## config.mk

```make
export PLATFORM = sky130hd
export DESIGN_NAME = armleocpu_mul_iter
export DESIGN_NICKNAME = d
export VERILOG_FILES = /design/src/rtl/armleocpu_mul_iter_pkg.sv /design/src/rtl/armleocpu_mul_iter.sv
export SDC_FILE = /design/constraint.sdc
export NUM_CORES = 1
export LEC_CHECK = 0
export ABC_AREA = 1
export ABC_CLOCK_PERIOD_IN_PS = 21000
export CAP_MARGIN = 20
export CELL_PAD_IN_SITES_DETAIL_PLACEMENT = 0
export CELL_PAD_IN_SITES_GLOBAL_PLACEMENT = 1
export CORE_AREA = 10 10 232 234
export CTS_CLUSTER_DIAMETER = 50
export CTS_CLUSTER_SIZE = 12
export DETAILED_ROUTE_END_ITERATION = 16
export DIE_AREA = 0 0 242 244
export PLACE_DENSITY_LB_ADDON = 0.1
export SKIP_CTS_REPAIR_TIMING = 1
export SLEW_MARGIN = 15
export SYNTH_ARGS = -nofsm -noshare
export SYNTH_HDL_FRONTEND = slang
export SYNTH_SLANG_ARGS = --single-unit
export TNS_END_PERCENT = 20
```

## constraint.sdc

```tcl
create_clock -name clk -period 21 [get_ports clk]
set_input_delay 4.2 -clock clk [delete_from_list [all_inputs] [get_ports clk]]
set_output_delay 4.2 -clock clk [all_outputs]
set_load 0.02 [all_outputs]
```

## src/rtl/armleocpu_mul_iter_pkg.sv

```systemverilog
// Shared definitions for the iterative multiplier: FSM state encoding and
// the elaboration-time legality check for BITS_PER_CYCLE.
package armleocpu_mul_iter_pkg;

    typedef enum logic [1:0] {
        MUL_IDLE = 2'd0,
        MUL_CALC = 2'd1,
        MUL_FIX  = 2'd2
    } mul_state_t;

    function automatic bit mul_bpc_legal(input int unsigned width, input int unsigned bpc);
        return ((bpc == 1) || (bpc == 2) || (bpc == 4) || (bpc == 8)) && ((width % bpc) == 0);
    endfunction

endpackage

```

## src/rtl/armleocpu_mul_iter.sv

```systemverilog
// Iterative signed/unsigned multiplier producing the full 2*WIDTH-bit product.
// Works on operand magnitudes, then applies the sign in a final FIX cycle.
module armleocpu_mul_iter
    import armleocpu_mul_iter_pkg::*;
#(
    parameter int unsigned WIDTH          = 32,
    parameter int unsigned BITS_PER_CYCLE = 1
) (
    input  logic                 clk,
    input  logic                 rst_n,
    input  logic                 valid,
    input  logic                 kill,
    input  logic                 signed0,
    input  logic                 signed1,
    input  logic [WIDTH-1:0]     factor0,
    input  logic [WIDTH-1:0]     factor1,
    output logic                 busy,
    output logic                 ready,
    output logic [2*WIDTH-1:0]   result
);

    localparam int unsigned ITER = WIDTH / BITS_PER_CYCLE;
    localparam int unsigned CW   = (ITER > 1) ? $clog2(ITER) : 1;
    localparam int unsigned PW   = WIDTH + BITS_PER_CYCLE;
    localparam int unsigned RW   = 2 * WIDTH;

    if (!mul_bpc_legal(WIDTH, BITS_PER_CYCLE)) begin : g_bad_cfg
        $error("armleocpu_mul_iter: BITS_PER_CYCLE must be 1/2/4/8 and divide WIDTH");
    end

    mul_state_t          state_q;
    logic [WIDTH-1:0]    mcand_q;
    logic [WIDTH-1:0]    mplier_q;
    logic [RW-1:0]       acc_q;
    logic [CW-1:0]       count_q;
    logic                neg_q;
    logic [RW-1:0]       result_q;
    logic                ready_q;

    logic [WIDTH-1:0]    mag0;
    logic [WIDTH-1:0]    mag1;
    logic                neg_d;
    logic [PW-1:0]       pp;
    logic [RW-1:0]       addend;

    // Magnitudes are unsigned WIDTH bits, so the most negative value maps to 2^(WIDTH-1).
    always_comb begin
        mag0   = (signed0 && factor0[WIDTH-1]) ? (~factor0 + 1'b1) : factor0;
        mag1   = (signed1 && factor1[WIDTH-1]) ? (~factor1 + 1'b1) : factor1;
        neg_d  = (signed0 & factor0[WIDTH-1]) ^ (signed1 & factor1[WIDTH-1]);
        pp     = PW'(mcand_q) * PW'(mplier_q[BITS_PER_CYCLE-1:0]);
        addend = RW'(pp) << (count_q * BITS_PER_CYCLE);
    end

    always_ff @(posedge clk or posedge rst_n) begin
        if (rst_n) begin
            state_q  <= MUL_IDLE;
            mcand_q  <= '0;
            mplier_q <= '0;
            acc_q    <= '0;
            count_q  <= '0;
            neg_q    <= 1'b0;
            result_q <= '0;
            ready_q  <= 1'b0;
        end else begin
            ready_q <= 1'b0;
            case (state_q)
                MUL_IDLE: begin
                    if (valid && !kill) begin
                        mcand_q  <= mag0;
                        mplier_q <= mag1;
                        neg_q    <= neg_d;
                        acc_q    <= '0;
                        count_q  <= '0;
                        state_q  <= MUL_CALC;
                    end
                end
                MUL_CALC: begin
                    if (kill) begin
                        state_q <= MUL_IDLE;
                    end else begin
                        acc_q    <= acc_q + addend;
                        mplier_q <= mplier_q >> BITS_PER_CYCLE;
                        count_q  <= count_q + 1'b1;
                        if (count_q == CW'(ITER - 1))
                            state_q <= MUL_FIX;
                    end
                end
                MUL_FIX: begin
                    if (!kill) begin
                        result_q <= neg_q ? (~acc_q + 1'b1) : acc_q;
                        ready_q  <= 1'b1;
                    end
                    state_q <= MUL_IDLE;
                end
                default: state_q <= MUL_IDLE;
            endcase
        end
    end

    assign busy   = (state_q != MUL_IDLE);
    assign ready  = ready_q;
    assign result = result_q;

endmodule

```

==> reports/results.tsv <==
metric	value	unit
status	complete, no violations	
syn nets	3514	
flop2flop setup slack	16.37	ns
internal power	1.21	mW
f_max	141	MHz
GRT Residual Overflow	0	
Peak supply drop	0.0605	mV
Leak Pwr	12.0	nW
ranking of synthesized cells by area	dfrtp_1, nand2_1, inv_1	
Fin. Hold Viols	0	
Die ar.	59000	µm²
Slew Limit Fails	0	
sequential fraction of the synthesis area	25.8	%
R2R cell count	23	
CP startpoint	kill	
minimum clock period	7.07	ns
GRT busiest layer	met2	
dpl hpwl	60400	µm
Hold Path Class	flop to flop	
final core utilization	46.0	%
Synth area leader	dfrtp_1	
Sw Share	48.3	%
Multi-input gate area	12400	µm²
switching power	1.13	mW
Async SR Flop Fraction	100	%
area grow syn2layout	16.6	%
vias	21254	
Yosys reg bits	201	
CP peak stage delay	0.85	ns
total track usage	24.7	%
drt wl/cell	18.2	µm
most frequent cell after synthesis	nand2_1	
DRT Wirelength	75500	µm
Syn. warnings	0	
hold path endpoint	result[59]	
post-synth cell types	44	
DRC	0	
RSZ-0062 raised after global routing	no	
Worst EP required	21.41	ns
Initial Util	39.5	%
crit path max fanout	92	
clk slew on worst S/H paths	0.05	ns
critical hold path startpoint	result[59]	
PwrDens	103	nW/µm²
Worst slew margin	25.2	%
Max-Cap Viols	0	
CP arrival	7.48	ns
Clk Latency, worst-skew pair	0.59	ns
layout cell share with drive strength beyond 1	4.57	%
CP startpoint kind	primary input	
share of power burned in registers	22.9	%
Placer Congestion	0.979	
skew final	0.0406	ns
port bufs	135	
Post-Syn Area	19500	µm²
IO Count	136	
CP max stage cell	buf_4	
Worst path most repeated cell	inv_1	
Tightest Pin Transition	1.12	ns
list of most frequent post-synthesis cells	nand2_1, inv_1, nor2_1, nand3_1, o21ai_0	
met2 Use GR	41.7	%
clock buffer depth	3	
number of vias per cell	5.12	
cell count of the worst hold path	2	
Die Span X	242	µm
CTS buffer count	38	
Final ANT Viol Nets	0	
Sequential Area	5030	µm²
final setup fails	0	
top-area cell type share of the netlist area	25.8	%
Setup CP Type	primary input to flop	
setup TNS	0	ns
vias in the first global route	19987	
clock root buffer	clkbuf_16	
met1 Use GR	31.8	%
Filler cells	5410	
reg2reg end	acc_q[46]	
first-pass GRT wire length	116000	µm
Clk network pwr share	29.0	%
net count reported at finish	3593	
post-synthesis average cell area	5.80	µm²
Tcrit/Tclk final	33.7	%
TritonRoute pass-1 iters	6	
Post-synth top flop	dfrtp_1	
FP Rows	82	
Critical path buffers and inverters	4	
Die H	244	µm
H-tree depth	2	
# diodes	0	
Post-synth EDFFs	0	
antenna violations before repair	0	
Critical Path End Type	flop	
CP cell instances	clkdlybuf4s50_1, inv_1, nand3_2, inv_1, nor2_4, buf_4, o21ai_0	
met3 Resource Use GR	3.63	%
delay-heaviest family, CP	buffers and inverters	
core area	49500	µm²
largest net degree at the start of global routing	93	
Cells after Synth	3367	
TritonCTS clock tree	built	
Sink Count	201	
DRT iter0 DRCs	1710	
worst r2r src	count_q[1]	
Comb power frac	48.1	%
power by group through the flow:
stage	clock network [mW]	logic, mW	registers, mW
finish	0.680	1.13	0.536
global route	0.707	1.26	0.542
CTS	0.691	1.12	0.536
detailed placement	0	1.11	0.542
global placement	0	1.10	0.543
floorplan	0	0.801	0.503
placed cells by master (no fill, tap or decap), drive strengths merged, types with 11 or more instances in the layout:
master         instances
o21ai                288
and2                  14
clkdlybuf4s50        135
xnor2                 11
xor2                  44
nand3b                19
nor3                  48
clkbuf                44
nand4                 31
or2                   13
buf                   14
a31oi                 13
dfrtp                201
inv                  448
mux2i                 12
nor2                 350
a21oi                117
nand3                239
nand2               1300
ha                    76
state kept, by name, summed over array words and instances (netlist names):
register,flops
acc_q,64
count_q,5
mcand_q,32
mplier_q,32
neg_q,1
ready,1
result,64
state_q,2
logic make-up (layout without fill, tap and decap cells):
family          Yosys count  after routing  synth area share (%)
fa+ha+maj                77             77                  4.97
simple gates           2023           2023                  43.1
xor+xnor                 55             55                  2.47
flops                   201            201                  25.8
mux                      12             12                 0.615
compound gates          452            452                  12.1
buf+inv                 547            656                  10.9
worst max-delay path by stage:
stage	endpoint	slack, ns	depth (start not counted)
floorplan	acc_q[0]	11.32	1
global placement	mplier_q[30]	13.42	9
detailed placement	mplier_q[28]	13.27	9
CTS	mplier_q[8]	13.85	7
global route	mplier_q[6]	13.63	7
finish	mplier_q[8]	13.93	7
tightest hold or removal path, cell delays in order, from the launching register on:
cell and delay [ns]:
dfrtp_1 0.34, nand2_1 0.05, nand2_1 0.05
through the flow:
stage / total power [mW] / area, µm² / std cells / hold slack [ns] / setup slack (ns)
3_5_place_dp: 1.65 / 21400 / 4078 / 0.464 / 13.27
4_1_cts: 2.34 / 22800 / 4148 / 0.481 / 13.85
6_report: 2.34 / 22800 / 4148 / 0.478 / 13.93
3_3_place_gp: 1.65 / 21400 / 4078 / 0.462 / 13.42
2_1_floorplan: 1.30 / 19500 / 3367 / 0.444 / 11.32
5_1_grt: 2.51 / 22800 / 4148 / 0.496 / 13.63
metal layers:
layer  part of all wire [%]  wire length (µm)  vias to the layer above
li1                       -                 -                    10816
met1                     44             33200                     9733
met2                     47             35500                      600
met3                    5.8              4370                      105
met4                    3.2              2400                        0
met5                      0                 0                        -
layout make-up:
cell class / count / area share, %
Clock buffer: 44 / 4.54
Clock inverter: 26 / 1.59
Inverter: 437 / 7.24
Multi-Input combinational cell: 2619 / 54.4
Sequential cell: 201 / 22.1
Tap cell: 672 / 3.69
Timing Repair Buffer: 149 / 6.40
(Power assumes the default switching activity.)
